--- src/rtl/profir_sequencer.sv ---
// profir_sequencer: control sequencer for the 8-filter, 128-tap polyphase FIR bank.
// Each accepted din_enable runs one pass. The pass writes the new sample into the
// circular sample buffer, then walks the coefficient memories at two taps per word
// while it generates the paired sample read addresses. It also drives the MAC
// clear/enable/last controls and ends with a one-cycle dout_valid.
//
// Ports:
//   clock, reset (async, active low)
//   din_enable     new-sample strobe
//   overrun_clear  clears sticky overrun (and drop_count when enabled)
//   wr_enable, wr_address            sample buffer write
//   coeffaddress                     coefficient memory read address (tap pair k)
//   sampaddr0, sampaddr1             sample reads for even / odd tap of pair k
//   mac_enable, mac_clear, mac_last  MAC controls, aligned to read data
//   dout_valid                       result ready strobe
//   busy, overrun                    pass in progress / din_enable seen while busy
//   drop_count                       only with PROFIR_SEQ_DROPCOUNT_EN: saturating
//                                    count of ignored strobes
//
// Optional feature macro: PROFIR_SEQ_DROPCOUNT_EN
//
// state | meaning
// IDLE  | waiting for din_enable
// WRITE | write new sample at wr_ptr, latch pass base
// RUN   | one coefficient word per cycle, k = 0..NTAPS/2-1
// DRAIN | RD_LAT cycles for the last read data to reach the MACs
// DONE  | dout_valid; a din_enable here starts the next pass directly
module profir_sequencer #(
  parameter int NTAPS   = 128,
  parameter int CADDR_W = 6,
  parameter int SADDR_W = 7,
  parameter int RD_LAT  = 1
) (
  input  logic               clock,
  input  logic               reset,
  input  logic               din_enable,
  input  logic               overrun_clear,
  output logic               wr_enable,
  output logic [SADDR_W-1:0] wr_address,
  output logic [CADDR_W-1:0] coeffaddress,
  output logic [SADDR_W-1:0] sampaddr0,
  output logic [SADDR_W-1:0] sampaddr1,
  output logic               mac_enable,
  output logic               mac_clear,
  output logic               mac_last,
  output logic               dout_valid,
  output logic               busy,
  output logic               overrun
`ifdef PROFIR_SEQ_DROPCOUNT_EN
  ,
  output logic [7:0]         drop_count
`endif
);

  typedef enum logic [2:0] {IDLE, WRITE, RUN, DRAIN, DONE} state_t;

  localparam logic [CADDR_W-1:0] K_LAST = CADDR_W'(NTAPS/2 - 1);

  state_t             state, state_nxt;
  logic [SADDR_W-1:0] wr_ptr;
  logic [CADDR_W-1:0] k;
  logic [1:0]         drain_cnt;
  logic               in_pass;
  logic               nxt_in_pass;
  logic               accept;
  logic               ignored;
  logic [RD_LAT-1:0]  en_pipe, clr_pipe, last_pipe;

  assign in_pass     = (state == WRITE) || (state == RUN) || (state == DRAIN);
  assign nxt_in_pass = (state_nxt == WRITE) || (state_nxt == RUN) || (state_nxt == DRAIN);
  assign accept      = din_enable && ((state == IDLE) || (state == DONE));
  assign ignored     = din_enable && in_pass;

  always_ff @(posedge clock or negedge reset) begin
    if (!reset) state <= IDLE;
    else        state <= state_nxt;
  end

  always_comb begin
    state_nxt = state;
    case (state)
      IDLE:    if (din_enable) state_nxt = WRITE;
      WRITE:   state_nxt = RUN;
      RUN:     if (k == K_LAST) state_nxt = DRAIN;
      DRAIN:   if (drain_cnt == 2'd0) state_nxt = DONE;
      DONE:    state_nxt = din_enable ? WRITE : IDLE;
      default: state_nxt = IDLE;
    endcase
  end

  // Sample addresses step down by two per coefficient word: newest sample pairs
  // with tap 0, and the odd tap of each pair reads one sample further back.
  always_ff @(posedge clock or negedge reset) begin
    if (!reset) begin
      wr_ptr     <= '0;
      wr_enable  <= 1'b0;
      wr_address <= '0;
      k          <= '0;
      sampaddr0  <= '0;
      sampaddr1  <= '0;
      drain_cnt  <= 2'd0;
      busy       <= 1'b0;
      dout_valid <= 1'b0;
      overrun    <= 1'b0;
    end else begin
      wr_enable  <= accept;
      busy       <= nxt_in_pass;
      dout_valid <= (state_nxt == DONE);
      if (accept) wr_address <= wr_ptr;
      case (state)
        WRITE: begin
          wr_ptr    <= wr_ptr + SADDR_W'(1);
          k         <= '0;
          sampaddr0 <= wr_ptr;
          sampaddr1 <= wr_ptr - SADDR_W'(1);
        end
        RUN: begin
          if (k != K_LAST) begin
            k         <= k + CADDR_W'(1);
            sampaddr0 <= sampaddr0 - SADDR_W'(2);
            sampaddr1 <= sampaddr1 - SADDR_W'(2);
          end else begin
            drain_cnt <= 2'(RD_LAT - 1);
          end
        end
        DRAIN:   if (drain_cnt != 2'd0) drain_cnt <= drain_cnt - 2'd1;
        DONE:    k <= '0;
        default: ;
      endcase
      if (ignored)            overrun <= 1'b1;
      else if (overrun_clear) overrun <= 1'b0;
    end
  end

  assign coeffaddress = k;

  // MAC strobes track the read data, not the FSM, so they trail RUN by RD_LAT.
  always_ff @(posedge clock or negedge reset) begin
    if (!reset) begin
      en_pipe   <= '0;
      clr_pipe  <= '0;
      last_pipe <= '0;
    end else begin
      en_pipe[0]   <= (state == RUN);
      clr_pipe[0]  <= (state == RUN) && (k == '0);
      last_pipe[0] <= (state == RUN) && (k == K_LAST);
      for (int i = 1; i < RD_LAT; i++) begin
        en_pipe[i]   <= en_pipe[i-1];
        clr_pipe[i]  <= clr_pipe[i-1];
        last_pipe[i] <= last_pipe[i-1];
      end
    end
  end

  assign mac_enable = en_pipe[RD_LAT-1];
  assign mac_clear  = clr_pipe[RD_LAT-1];
  assign mac_last   = last_pipe[RD_LAT-1];

`ifdef PROFIR_SEQ_DROPCOUNT_EN
  // Clear takes priority so a clear always leaves the count at zero.
  always_ff @(posedge clock or negedge reset) begin
    if (!reset)                           drop_count <= 8'd0;
    else if (overrun_clear)               drop_count <= 8'd0;
    else if (ignored && drop_count != 8'hFF) drop_count <= drop_count + 8'd1;
  end
`endif

endmodule

--- config.mk ---
export PLATFORM = sky130hd
export DESIGN_NAME = profir_sequencer
export DESIGN_NICKNAME = d
export VERILOG_FILES = /design/src/rtl/profir_sequencer.sv
export SDC_FILE = /design/constraint.sdc
export NUM_CORES = 1
export LEC_CHECK = 0
export CAP_MARGIN = 5
export CORE_MARGIN = 5
export CORE_UTILIZATION = 55
export CTS_BUF_LIST = sky130_fd_sc_hd__clkbuf_8
export CTS_CLUSTER_SIZE = 14
export DETAILED_ROUTE_END_ITERATION = 10
export PLACE_DENSITY = 0.91
export SLEW_MARGIN = 10
export SYNTH_ARGS = -nofsm -noshare
export SYNTH_HDL_FRONTEND = slang
export SYNTH_SLANG_ARGS = --single-unit
export TNS_END_PERCENT = 50
--- constraint.sdc ---
create_clock -name clock -period 2.35 [get_ports clock]
set_clock_uncertainty 0.15 [all_clocks]
set_input_delay 0.3525 -clock clock [delete_from_list [all_inputs] [get_ports clock]]
set_output_delay 0.3525 -clock clock [all_outputs]
set_load 0.05 [all_outputs]
=== After elaboration in Yosys (flattened, before gate mapping) ===
Index checks and enable logic that the tools add are counted.

* Logic and storage cells: 70
* Bits in writable memories: 0
* Input port bits: 4
* Flip-flop bits (word level): 46
* Memories: 0
* Output and inout bits: 34
* Latch bits: 0
* Memory bits (read-only): 0

* Shifts and indexed selects: 0
* Magnitude comparators: 0
* Add/subtract/negate cells: 6
* Mux-type cells: 16
* Bitwise logic cells: 0
* $mul: 0
* Reductions and logical operators: 21
* Equality and inequality tests: 13
* Divide/modulo/power cells: 0

{| class="wikitable"
|+ Operators by type and width
! operator !! count
|-
| one-hot mux 7 bit (2 select lines) || 2
|-
| one-hot mux 3 bit (5 select lines) || 1
|-
| 2-to-1 mux 7 bit || 2
|-
| subtractor 7 x 2 -> 7 bit, second input constant || 2
|-
| equality test 3 x 2 -> 1 bit, second input constant || 4
|-
| one-hot mux 6 bit (2 select lines) || 1
|-
| nonzero test 2 bit || 5
|-
| 2-to-1 mux 3 bit || 3
|-
| adder 7 x 1 -> 7 bit, second input constant || 1
|-
| subtractor 7 x 1 -> 7 bit, second input constant || 1
|-
| adder 6 x 1 -> 6 bit, second input constant || 1
|-
| equality test 3 x 1 -> 1 bit, second input constant || 2
|-
| equality test 3 bit, second input constant || 2
|-
| equality test 6 bit, second input constant || 1
|-
| zero test 6 bit || 1
|-
| 2-to-1 mux 6 bit || 1
|-
| != test 6 bit, second input constant || 1
|-
| logical OR 1 bit || 5
|-
| logical AND 1 bit || 4
|-
| 2-to-1 mux 2 bit || 2
|-
| != test 2 x 1 -> 1 bit, second input constant || 2
|-
| one-hot mux 2 bit (2 select lines) || 1
|-
| AND reduction 2 bit || 2
|-
| zero test 3 bit || 1
|-
| other kinds (6) || 8
|}

=== Longest topological paths before layout ===
* Depth after elaboration: 6
* Depth in mapped cells: 7
* Mapped depth without buffers: 7

=== Worst setup path before layout ===
Ideal clock, no wire load.

* Kind: register to register
* From: reg k[0] (netlist: coeffaddress[0])
* To: reg k[0] (netlist: coeffaddress[0])
* Clock period less this slack: 2.009 ns
* Path slack: 0.341 ns
* Library setup time: 0.086 ns
* Stages on the path, launching flop included: 6
* Arrival: 1.773 ns
* Cells stage by stage: dfrtp_1 ha_1 and3_2 a31oi_4 or3_2 o21ai_0

* Longest elaborated chain between the ends: 3

{| class="wikitable"
|+ Ends and longest elaborated chain
! what !! RTL line !! RTL
|-
| start: declaration || 61 || <nowiki>logic [CADDR_W-1:0] k;</nowiki>
|-
| start signal: assignment || 119 || <nowiki>k <= k + CADDR_W'(1);</nowiki>
|-
| adder 6 x 1 -> 6 bit / != test 6 bit (equally long branches) || 119, 118 ||
|-
| 2-to-1 mux 6 bit / != test 2 x 1 -> 1 bit (equally long branches) || n/a ||
|-
| one-hot mux 6 bit (2 select lines) / AND reduction 2 bit (equally long branches) || n/a ||
|}

Parallel ways exist; a longest one is shown, timed or not. The select of a mux whose other input is x is not followed.
A chain may end at the register's enable or synchronous reset.

=== Final worst setup path ===
* From: reg k[4] (netlist: coeffaddress[4])
* To: out coeffaddress[4]

{| class="wikitable"
|+ RTL lines
! what !! RTL line !! RTL
|-
| end: declaration || 40 || <nowiki>output logic [CADDR_W-1:0] coeffaddress,</nowiki>
|}

No word-level cell between the ends.

==> metrics.txt <==
FF+latch count, synth 46; cell taking the most area after synthesis dfrtp_1; crit path kind register to output port; # Max-Cap Violations 0; period utilization 93.60%; critical path's largest stage delay 0.87 ns; CP Depth 1; Die Span Y 75.57 um; CP Buf/Inv Count 1; commonest cells in the netlist 46 x dfrtp_1, 22 x nand2_1, 19 x o21ai_0; global-route wire length before repair 8.300 mm; initial antenna violation count 0; Ys Warns 0; kind of end point of the critical path output port; number of global-route vias before repair 1794; Synth async-reset ratio 100.0%; P_leak 0.001280 uW; final WL 4.913 mm; cell count after synthesis 233; FMAX 454.6 MHz; CTS max path bufs 2; area delta synth->final 19.74%; I/O pin cnt 38; clock slew at reported path FFs 0.08 ns; area occupied by multi-input gates 1051 um2; sw frac 49.88%; Port Buffer Count 37; Die W 75.57 um; Worst Path Max Fanout 8; Top FF cell, synth dfrtp_1; TritonCTS Buffers 5; Routed Antenna Nets 0; fin crit period 2.200 ns; core footprint 4086 um2; Rel. slew slack 49.55%; Pwr per Cell Area 1525 nW/um2; Clock power frac 11.2%; Worst IR Drop VDD 0.8125 mV; final slew viol count 0; DRC errors left 0; crit start category register; Netlist cell types 43; most common cell in the netlist dfrtp_1; unrepaired setup endpoints after global routing false; critical-path cell list clkdlybuf4s50_1; sequential power share 31.2%; Area contributors post-synth dfrtp_1 49%, o21ai_0 4.0%, ha_1 3.7%; Gate power share 57.5%; Root Buffer clkbuf_8; WP data arrival 1.70 ns; worst-skew pair later-pin latency 0.31 ns; cts repair resizes 0; top cell type's share of synthesized area 48.68%; sequential cell area 1151 um2; critical path's top delay family buffers and inverters; Final Wtd Congestion 0.8327; worst-margin pin slew 0.7568 ns; Cell Rows 23; Setup-failing EPs final 0; Mapped Nets 244; Mapped Area 2365 um2; outcome finished, final reports clean; htree depth 2; Post-synth EDFFs 0; WHS Path Cells 2; largest net degree at the start of global routing 35; Reg2Reg Launch Point state[0]; CTS tree done; TNS Setup 0 ns; Clock Sinks 46; initial cell density of the core 57.87%; Vias 1822; final hold violations 0; remaining global-route overflow 0; crit path max-delay cell type clkdlybuf4s50_1; net switching power 2153 uW; Hold Path Class register to register; DRT iter0 DRCs 79; syn avg cell area 10.15 um2; HPWL after DPL 3.570 mm; Pre-antenna DRT Iters 4; vias per cell 5.623; final core utilization 69.29%; Layout Nets 284; WL/cell 15.16 um; Layout fillers 321; total global-route track usage 19.48%; layout cells sized above 1 12.41%; CP required 1.85 ns; Diodes inserted 0; die area 5711 um2; Hold Startpoint sampaddr1[0]; Reg2Reg Depth 5; CP Launch Point coeffaddress[4]; Pint 2164 uW; sequential fraction of the synthesis area 48.68%
## power by group through the flow
stage | logic (uW) | registers, uW | clock network, uW
2_1_floorplan | 1170 | 2020 | 0
3_3_place_gp | 2410 | 1350 | 0
3_5_place_dp | 2480 | 1360 | 0
4_1_cts | 2490 | 1350 | 498
5_1_grt | 2670 | 1400 | 534
6_report | 2480 | 1350 | 485
## sequential cells by signal, summed over array words and instances (netlist names)
signal / count
coeffaddress: 6
state: 3
sampaddr1: 7
wr_enable: 1
drain_cnt: 2
wr_ptr: 7
wr_address: 7
busy: 1
mac_clear: 1
mac_last: 1
mac_enable: 1
dout_valid: 1
sampaddr0: 7
overrun: 1
## worst reg2reg max path: cells and delay by family (launching register included)
family	cells	cell delay, ns
and+or+nand+nor	2	0.69
AOI/OAI and AO/OA	3	0.59
DFF	1	0.51
## area by class of cell
cell class | instances | area share (%)
clock buffer | 5 | 2.430
clock inverter | 3 | 0.7512
inverter | 17 | 2.254
multi-input combinational | 160 | 37.12
sequential | 46 | 40.65
tap | 50 | 2.209
timing repair buffer | 43 | 14.58
## through the flow
step	worst slack, ns	instance area (um2)	hold WS, ns	cells	power [uW]
final	0.1503	2831	0.3571	324	4317
after global routing	0.07611	2831	0.3936	324	4604
after CTS	0.1396	2831	0.3567	324	4342
after detailed placement	0.3090	2731	0.3080	315	3838
after global placement	0.4230	2731	0.3044	315	3759
after floorplan	0.3411	2365	-0.09309	233	3186
## cells by family (layout without fill, tap and decap cells)
group | count (synthesis) | in the layout | synth area share, %
xor+xnor | 15 | 15 | 5.556
buf+inv | 27 | 68 | 6.878
flops | 46 | 46 | 48.68
simple gates | 76 | 76 | 17.62
compound gates | 52 | 52 | 12.96
fa+ha+maj | 7 | 7 | 3.704
mux | 10 | 10 | 4.603
## layer usage
layer / wire [um] / vias to the layer above / global-route usage, %
met1: 2159 / 878 / 25.59
met4: 130 / 0 / 9.126
met5: 0 / - / 0
met2: 2340 / 55 / 30.39
li1: - / 878 / -
met3: 283 / 11 / 4.749
## worst paths after layout
check | to | slack, ns
worst max-delay path | coeffaddress[4] | 0.15
worst min-delay path | sampaddr1[0] | 0.36
worst max register to register | sampaddr0[3] | 0.27
worst min register to register | sampaddr1[0] | 0.36
max in group asynchronous | wr_address[1] | 0.92
min in group asynchronous | coeffaddress[0] | 0.50
## repair_timing
item | in CTS | in global routing
buffers inserted | 0 | 0
hold buffers | 1 | 0
endpoints found under the hold margin | 32 | 0
## cell usage in the layout (no fill, tap or decap), drive strengths merged, types with 2 or more instances in the layout
cell and count:
clkinv 2, xnor2 9, o21ai 21, nand2b 5, a21oi 16, a31oi 4, nand2 22, mux2i 3
and3 6, buf 6, xor2 6, dfrtp 46, nand3 4, clkbuf 5, clkdlybuf4s50 36, nor3 6
o22ai 4, mux2 7, ha 7, nand4 4, inv 17, nor2 16, nor3b 4, o211ai 4
or2 2, or3 4
(Power assumes the default switching activity.)
